**src/rtl/train_route_sequencer.sv**
```systemverilog
// Train route sequencer: walks a route step by step, gating the motor on a debounced
// per-step sensor condition with a per-step timeout. Optional feature macro: ROUTE_LOOP_EN.
module train_route_sequencer #(
  parameter int unsigned TIMEOUT_CYCLES = 1000,
  parameter int unsigned DEBOUNCE       = 4
) (
  input  logic       Clk,
  input  logic       Rst_n,
  input  logic       Start,
  input  logic       Abort,
  input  logic [3:0] RouteLen,
  input  logic       SyncIn,
  output logic [4:0] Selector,
  output logic       SyncEnable,
  output logic       Motor,
  output logic       Busy,
  output logic       Done,
  output logic       Fault
);

  typedef enum logic [2:0] {
    IDLE    = 3'd0,
    ARM     = 3'd1,
    WAIT    = 3'd2,
    ADVANCE = 3'd3,
    DONE    = 3'd4,
    FAULT   = 3'd5
  } state_t;

  localparam logic [4:0]  DEB_L = 5'(DEBOUNCE);
  localparam logic [16:0] TMO_L = 17'(TIMEOUT_CYCLES);

  state_t      state_r;
  state_t      nextState_s;
  logic [3:0]  sel_r;
  logic [3:0]  selNext_s;
  logic [3:0]  routeLen_r;
  logic [3:0]  lenNext_s;
  logic [3:0]  debCnt_r;
  logic [3:0]  debNext_s;
  logic [15:0] timer_r;
  logic [15:0] timerNext_s;
  logic [4:0]  debInc_s;
  logic [16:0] timInc_s;
  logic        debHit_s;
  logic        tmoHit_s;
  logic        wrapDone_s;
  logic        syncEn_r;
  logic        syncEnNext_s;
  logic        motor_r;
  logic        motorNext_s;
  logic        busy_r;
  logic        busyNext_s;
  logic        done_r;
  logic        doneNext_s;
  logic        fault_r;
  logic        faultNext_s;

  // Next-state and step bookkeeping; Abort overrides every state.
  always_comb begin
    nextState_s = state_r;
    selNext_s   = sel_r;
    lenNext_s   = routeLen_r;
    wrapDone_s  = 1'b0;
    debInc_s    = {1'b0, debCnt_r} + 5'd1;
    timInc_s    = {1'b0, timer_r} + 17'd1;
    debHit_s    = SyncIn && (debInc_s == DEB_L);
    tmoHit_s    = (timInc_s == TMO_L);
    if (Abort) begin
      nextState_s = IDLE;
    end else begin
      case (state_r)
        IDLE: begin
          if (Start) begin
            nextState_s = ARM;
            selNext_s   = 4'd0;
            lenNext_s   = RouteLen;
          end else begin
            nextState_s = IDLE;
          end
        end
        ARM: begin
          nextState_s = WAIT;
        end
        WAIT: begin
          // a debounce completing on the expiry cycle still advances
          if (debHit_s) begin
            nextState_s = ADVANCE;
          end else if (tmoHit_s) begin
            nextState_s = FAULT;
          end else begin
            nextState_s = WAIT;
          end
        end
        ADVANCE: begin
          if (sel_r == routeLen_r) begin
`ifdef ROUTE_LOOP_EN
            nextState_s = ARM;
            selNext_s   = 4'd0;
            wrapDone_s  = 1'b1;
`else
            nextState_s = DONE;
`endif
          end else begin
            nextState_s = ARM;
            selNext_s   = sel_r + 4'd1;
          end
        end
        DONE: begin
          nextState_s = IDLE;
        end
        FAULT: begin
          if (Start) begin
            nextState_s = ARM;
            selNext_s   = 4'd0;
            lenNext_s   = RouteLen;
          end else begin
            nextState_s = FAULT;
          end
        end
        default: begin
          nextState_s = IDLE;
        end
      endcase
    end
  end

  // Output and counter values for the cycle following the coming edge.
  always_comb begin
    debNext_s    = 4'd0;
    timerNext_s  = 16'd0;
    syncEnNext_s = 1'b0;
    if ((state_r == WAIT) && (nextState_s == WAIT)) begin
      debNext_s   = SyncIn ? debInc_s[3:0] : 4'd0;
      timerNext_s = timInc_s[15:0];
    end else begin
      debNext_s   = 4'd0;
      timerNext_s = 16'd0;
    end
    case (nextState_s)
      ARM:     syncEnNext_s = 1'b1;
      WAIT:    syncEnNext_s = ~syncEn_r;
      default: syncEnNext_s = 1'b0;
    endcase
    motorNext_s = (nextState_s == ARM) || (nextState_s == WAIT) || (nextState_s == ADVANCE);
    busyNext_s  = motorNext_s || (nextState_s == DONE);
    doneNext_s  = (nextState_s == DONE) || wrapDone_s;
    faultNext_s = (nextState_s == FAULT);
  end

  // State, step index and latched route length.
  always_ff @(posedge Clk or negedge Rst_n) begin
    if (!Rst_n) begin
      state_r    <= IDLE;
      sel_r      <= 4'd0;
      routeLen_r <= 4'd0;
      debCnt_r   <= 4'd0;
      timer_r    <= 16'd0;
    end else begin
      state_r    <= nextState_s;
      sel_r      <= selNext_s;
      routeLen_r <= lenNext_s;
      debCnt_r   <= debNext_s;
      timer_r    <= timerNext_s;
    end
  end

  // Registered outputs.
  always_ff @(posedge Clk or negedge Rst_n) begin
    if (!Rst_n) begin
      syncEn_r <= 1'b0;
      motor_r  <= 1'b0;
      busy_r   <= 1'b0;
      done_r   <= 1'b0;
      fault_r  <= 1'b0;
    end else begin
      syncEn_r <= syncEnNext_s;
      motor_r  <= motorNext_s;
      busy_r   <= busyNext_s;
      done_r   <= doneNext_s;
      fault_r  <= faultNext_s;
    end
  end

  assign Selector   = {1'b0, sel_r};
  assign SyncEnable = syncEn_r;
  assign Motor      = motor_r;
  assign Busy       = busy_r;
  assign Done       = done_r;
  assign Fault      = fault_r;

endmodule

```
**config.mk**
```make
export PLATFORM = sky130hd
export DESIGN_NAME = train_route_sequencer
export DESIGN_NICKNAME = d
export VERILOG_FILES = /design/src/rtl/train_route_sequencer.sv
export SDC_FILE = /design/constraint.sdc
export NUM_CORES = 1
export LEC_CHECK = 0
export ABC_AREA = 1
export CAP_MARGIN = 25
export CELL_PAD_IN_SITES_DETAIL_PLACEMENT = 1
export CELL_PAD_IN_SITES_GLOBAL_PLACEMENT = 1
export CORE_MARGIN = 8
export CORE_UTILIZATION = 45
export DETAILED_ROUTE_END_ITERATION = 7
export PLACE_DENSITY_LB_ADDON = 0.1
export REMOVE_ABC_BUFFERS = 1
export SKIP_LAST_GASP = 1
export SLEW_MARGIN = 40
export SYNTH_ARGS = -nofsm -noshare
export SYNTH_HDL_FRONTEND = slang
export SYNTH_SLANG_ARGS = --single-unit
```
**constraint.sdc**
```tcl
create_clock -name Clk -period 3.9 [get_ports Clk]
set_input_delay 1.17 -clock Clk [delete_from_list [all_inputs] [get_ports Clk]]
set_output_delay 1.17 -clock Clk [all_outputs]
set_load 0.05 [all_outputs]
```
==> Yosys cells after proc, flatten, opt, wreduce, memory -nomap -nowiden <==
Index checks and enable logic that the tools add are counted.
{ "classes": {"add_sub_neg": 3, "multipliers": 0, "div_mod_pow": 0, "magnitude_cmp": 0, "eq_ne": 14, "shift": 0, "muxes": 14, "bitwise_logic": 2, "reduce_logical": 10} }
{ "op_table": {"columns": ["cell", "count"], "rows": [
  ["16-bit by 1-bit adder with 17-bit output, second input constant", 1],
  ["17-bit by 10-bit == test with 1-bit output, second input constant", 1],
  ["16-bit two-way mux", 1],
  ["4-bit two-way mux", 4],
  ["3-bit two-way mux", 5],
  ["3-bit case mux with 5 select lines", 1],
  ["3-bit by 2-bit == test with 1-bit output, second input constant", 4],
  ["3-bit == test, second input constant", 3],
  ["4-bit case mux with 2 select lines", 1],
  ["3-bit by 1-bit == test with 1-bit output, second input constant", 2],
  ["4-bit by 1-bit adder with 5-bit output, second input constant", 1],
  ["5-bit by 3-bit == test with 1-bit output, second input constant", 1],
  ["4-bit by 1-bit adder with 4-bit output, second input constant", 1],
  ["4-bit == test", 1],
  ["4-bit AND reduction", 1],
  ["3-bit zero test", 1],
  ["1-bit logical OR", 3],
  ["3-bit AND reduction", 1],
  ["1-bit logical AND", 2],
  ["2-bit by 1-bit != test with 1-bit output, second input constant", 1],
  ["2-bit != test, second input constant", 1],
  ["1-bit NOT", 2],
  ["1-bit case mux with 2 select lines", 1],
  ["2-bit nonzero test", 1],
  ["other kinds (2)", 2]
]} }
{ "totals": {"register_bits": 36, "latchBits": 0, "ram_bits": 0, "romBits": 0, "word_cells": 53, "mem_count": 0} }

==> Longest topological paths before layout <==
{ "logic_depth": {"word_depth": 10, "ltp_mapped": 18, "depth_no_buf": 18} }

==> Worst setup path after synthesis <==
No wires, ideal clock.
{ "synth_timing": {"path_type": "input to register", "startpoint": "input port Start", "endpoint": "register sel_r[3]", "setup_ns": 0.136, "arrival_ns": 2.002, "required_time_ns": 3.764, "path_slack_ns": 1.762, "stages": 6, "path_cell_list": "o21ai_0 nor2_1 nor2_1 nor2_1 xnor2_1 nor2_1"} }
{ "synth_via": {"elab_chain_cells": 2} }
{ "synth_lines": {"columns": ["element", "line_no", "text"], "rows": [
  ["start, declared", "9", "input logic Start,"],
  ["2-bit by 1-bit != test with 1-bit output (no source line)", null, null],
  ["4-bit AND reduction (no source line)", null, null],
  ["end signal, assigned", "161", "sel_r <= selNext_s;"],
  ["end, declared", "35", "logic [3:0] sel_r;"]
]} }
Every way passes these cells.
A chain may end at the register's enable or synchronous reset.

==> Final worst setup path <==
{ "layout_timing": {"startpoint": "register sel_r[0]", "endpoint": "output port Selector[0]"} }
{ "layout_rtl": {"columns": ["element", "line_no", "text"], "rows": [
  ["end, declared", "13", "output logic [4:0] Selector,"]
]} }
No word-level cell between the ends.

==> flow_metrics.env <==
export IMPL_status="finished, final reports clean"
export IMPL_synth_area_mm2=0.00220
export IMPL_postLayoutCellArea_mm2=0.00253
export IMPL_cp_end_kind="primary output"
export IMPL_vdd_drop_max_mv=0.224
export IMPL_die_h_um=85.9
export IMPL_grt_max_degree=37
export IMPL_syn_area_per_cell_um2=7.23
export IMPL_rr_worst_depth=15
export IMPL_cts_made_buffers=5
export IMPL_ys_ff_latch=36
export IMPL_clock_root_buffer="clkbuf_8"
export IMPL_insertedDiodeCount=0
export IMPL_port_buffers=17
export IMPL_initial_utilization_pct=46.5
export IMPL_grt_pass1_vias=1991
export IMPL_detail_route_antenna_nets=0
export IMPL_grtUsageTotal_pct=15.2
export IMPL_drive_above_1_share_pct=13.7
export IMPL_drc_errors=0
export IMPL_fillers=613
export IMPL_cts_htree_levels=2
export IMPL_dr_pass1_iters=4
export IMPL_wl_per_cell_um=13.0
export IMPL_cts_sinks=36
export IMPL_grt_first_pass_wirelength_mm=9.05
export IMPL_vias_per_cell=4.84
export IMPL_vias=1910
export IMPL_required_ps=2730
export IMPL_maxSlewViolCount=0
export IMPL_critPathMaxFanout=6
export IMPL_min_path_cells=2
export IMPL_r2r_start="timer_r[0]"
export IMPL_num_rows=25
export IMPL_design_die_area_mm2=0.00737
export IMPL_slew_limit_headroom_pct=57.1
export IMPL_yosys_most_used_dff="dfrtp_1"
export IMPL_seq_area_frac_synth_pct=41.0
export IMPL_place_inst=387
export IMPL_critPathSlowestCell="clkdlybuf4s50_1"
export IMPL_maxCapViolCount=0
export IMPL_hold_end="routeLen_r[0]"
export IMPL_setup_viol=0
export IMPL_register_area_um2=901
export IMPL_finClkSkew_ps=2.77
export IMPL_setup_tns_ps=0
export IMPL_fmax_ghz=0.360
export IMPL_start_kind="register"
export IMPL_reg2reg_to="timer_r[0]"
export IMPL_mostFrequentLayoutCells="nand2_1, inv_1, dfrtp_1"
export IMPL_dpl_instance_area_mm2=0.00243
export IMPL_worst_pin_slew_ps=638
export IMPL_r2r_slack_ps=1490
export IMPL_hold_slack_ps=499
export IMPL_cts_tree="built"
export IMPL_power_density_mw_per_mm2=306
export IMPL_multi_input_area_mm2=0.00110
export IMPL_post_route_period_util_pct=71.1
export IMPL_stdcell_count=395
export IMPL_finalCriticalPeriod_ps=2770
export IMPL_crit_buf_inv=1
export IMPL_routed_wl_mm=5.14
export IMPL_hp_start="routeLen_r[0]"
export IMPL_final_common_cell="nand2_1"
export IMPL_yosys_warnings=0
export IMPL_critPathArrivalTime_ps=1600
export IMPL_place_congestion=0.848
export IMPL_synth_cell_types=27
export IMPL_worstPathCellList="clkdlybuf4s50_1"
export IMPL_grt_use_met1_pct=17.8
export IMPL_grt_ovfl_total=0
export IMPL_cp_top_family="buffers and inverters"
export IMPL_drt_iter0_markers=33
export IMPL_ctsHoldBuffers=0
export IMPL_critPathMaxStageDelay_ps=850
export IMPL_fin_util_pct=53.5
export IMPL_core_mm2=0.00472
export IMPL_final_nets=341
export IMPL_worst_setup_hold_path_clk_slew_ps=70
export IMPL_cts_repair_resized=0
export IMPL_place_hpwl_mm=4.06
export IMPL_top_usage_layer="met2"
export IMPL_rsz0062_at_grt="no"
export IMPL_ios=19
export IMPL_syn_to_final_growth_pct=15.0
export IMPL_path_class="reg -> out"
export IMPL_clk_latency_ps=280
export IMPL_synth_cells=304
export IMPL_antenna_found_initial=0
export IMPL_hp_class="reg -> reg"
export IMPL_hold_viol_final=0
export IMPL_post_cts_repair_setup_buffers=0
export IMPL_met2_usage_pct=26.5
export IMPL_cts_buffer_depth=2
export IMPL_grt_util_met3_pct=3.15
export IMPL_synth_edff_count=0
export IMPL_die_x_um=85.9
export IMPL_synthArstFlopShare_pct=100
export IMPL_leakagePower_nw=1.15
## cell usage after synthesis (4+ instances only)
cell type | n | area [µm²]
nand2_1 | 100 | 375
inv_1 | 41 | 154
dfrtp_1 | 36 | 901
nor2_1 | 33 | 124
nor2_2 | 20 | 125
nand3_1 | 19 | 95.1
nand4_1 | 10 | 62.6
xnor2_1 | 6 | 52.6
ha_1 | 5 | 62.6
nand2_2 | 5 | 31.3
nor3_1 | 5 | 25.0
nor2_4 | 4 | 45.0
## final cells by class
cell class / count / share of cell area, %
Clock buffer: 6 / 3.27
Sequential cell: 36 / 35.7
Inverter: 43 / 6.39
Timing Repair Buffer: 19 / 7.23
Multi-Input combinational cell: 222 / 43.7
Tap cell: 67 / 3.32
Clock inverter: 2 / 0.396
## worst max path at each step
stage                     cells past startpoint           to     start
final                                         1  Selector[0]  sel_r[0]
after global routing                          1  Selector[0]  sel_r[0]
after CTS                                     1  Selector[0]  sel_r[0]
after detailed placement                     10   timer_r[0]    SyncIn
after global placement                       10  timer_r[15]    SyncIn
after floorplan                               8   timer_r[0]    SyncIn
## flip-flops by register name, summed over array words and instances, names as in the netlist
register	count
debCnt_r	4
routeLen_r	4
Busy	1
Fault	1
state_r	3
Done	1
Motor	1
SyncEnable	1
sel_r	4
timer_r	16
## metal layers
| metal | share of wire, % | wire length (µm) |
|---|---|---|
| met5 | 0 | 0 |
| met4 | 1.4 | 70 |
| met3 | 2.3 | 119 |
| met2 | 51 | 2630 |
| met1 | 45 | 2320 |
## stage by stage
| step | power [mW] | setup WS (ps) |
|---|---|---|
| after global routing | 0.808 | 1070 |
| after detailed placement | 0.509 | 1010 |
| after global placement | 0.505 | 1070 |
| final | 0.773 | 1130 |
| after CTS | 0.786 | 1110 |
| after floorplan | 0.468 | 1440 |
## cells by family (layout without fill, tap and decap cells)
group,count (synthesis),in the layout,synth area share (%)
fa+ha+maj,5,5,2.85
flops,36,36,41.0
simple gates,200,200,41.9
other cells,1,1,0.171
buf+inv,46,70,8.71
xor+xnor,7,7,2.79
compound gates,9,9,2.56
## where the power goes
| group | internal, mW | total [mW] | switching, mW |
|---|---|---|---|
| registers | 0.389 | 0.401 | 0.0122 |
| clock network | 0.141 | 0.273 | 0.132 |
| logic | 0.0359 | 0.0991 | 0.0632 |
| total | 0.566 | 0.773 | 0.207 |
Note: power is estimated with default switching activity, not from simulation.
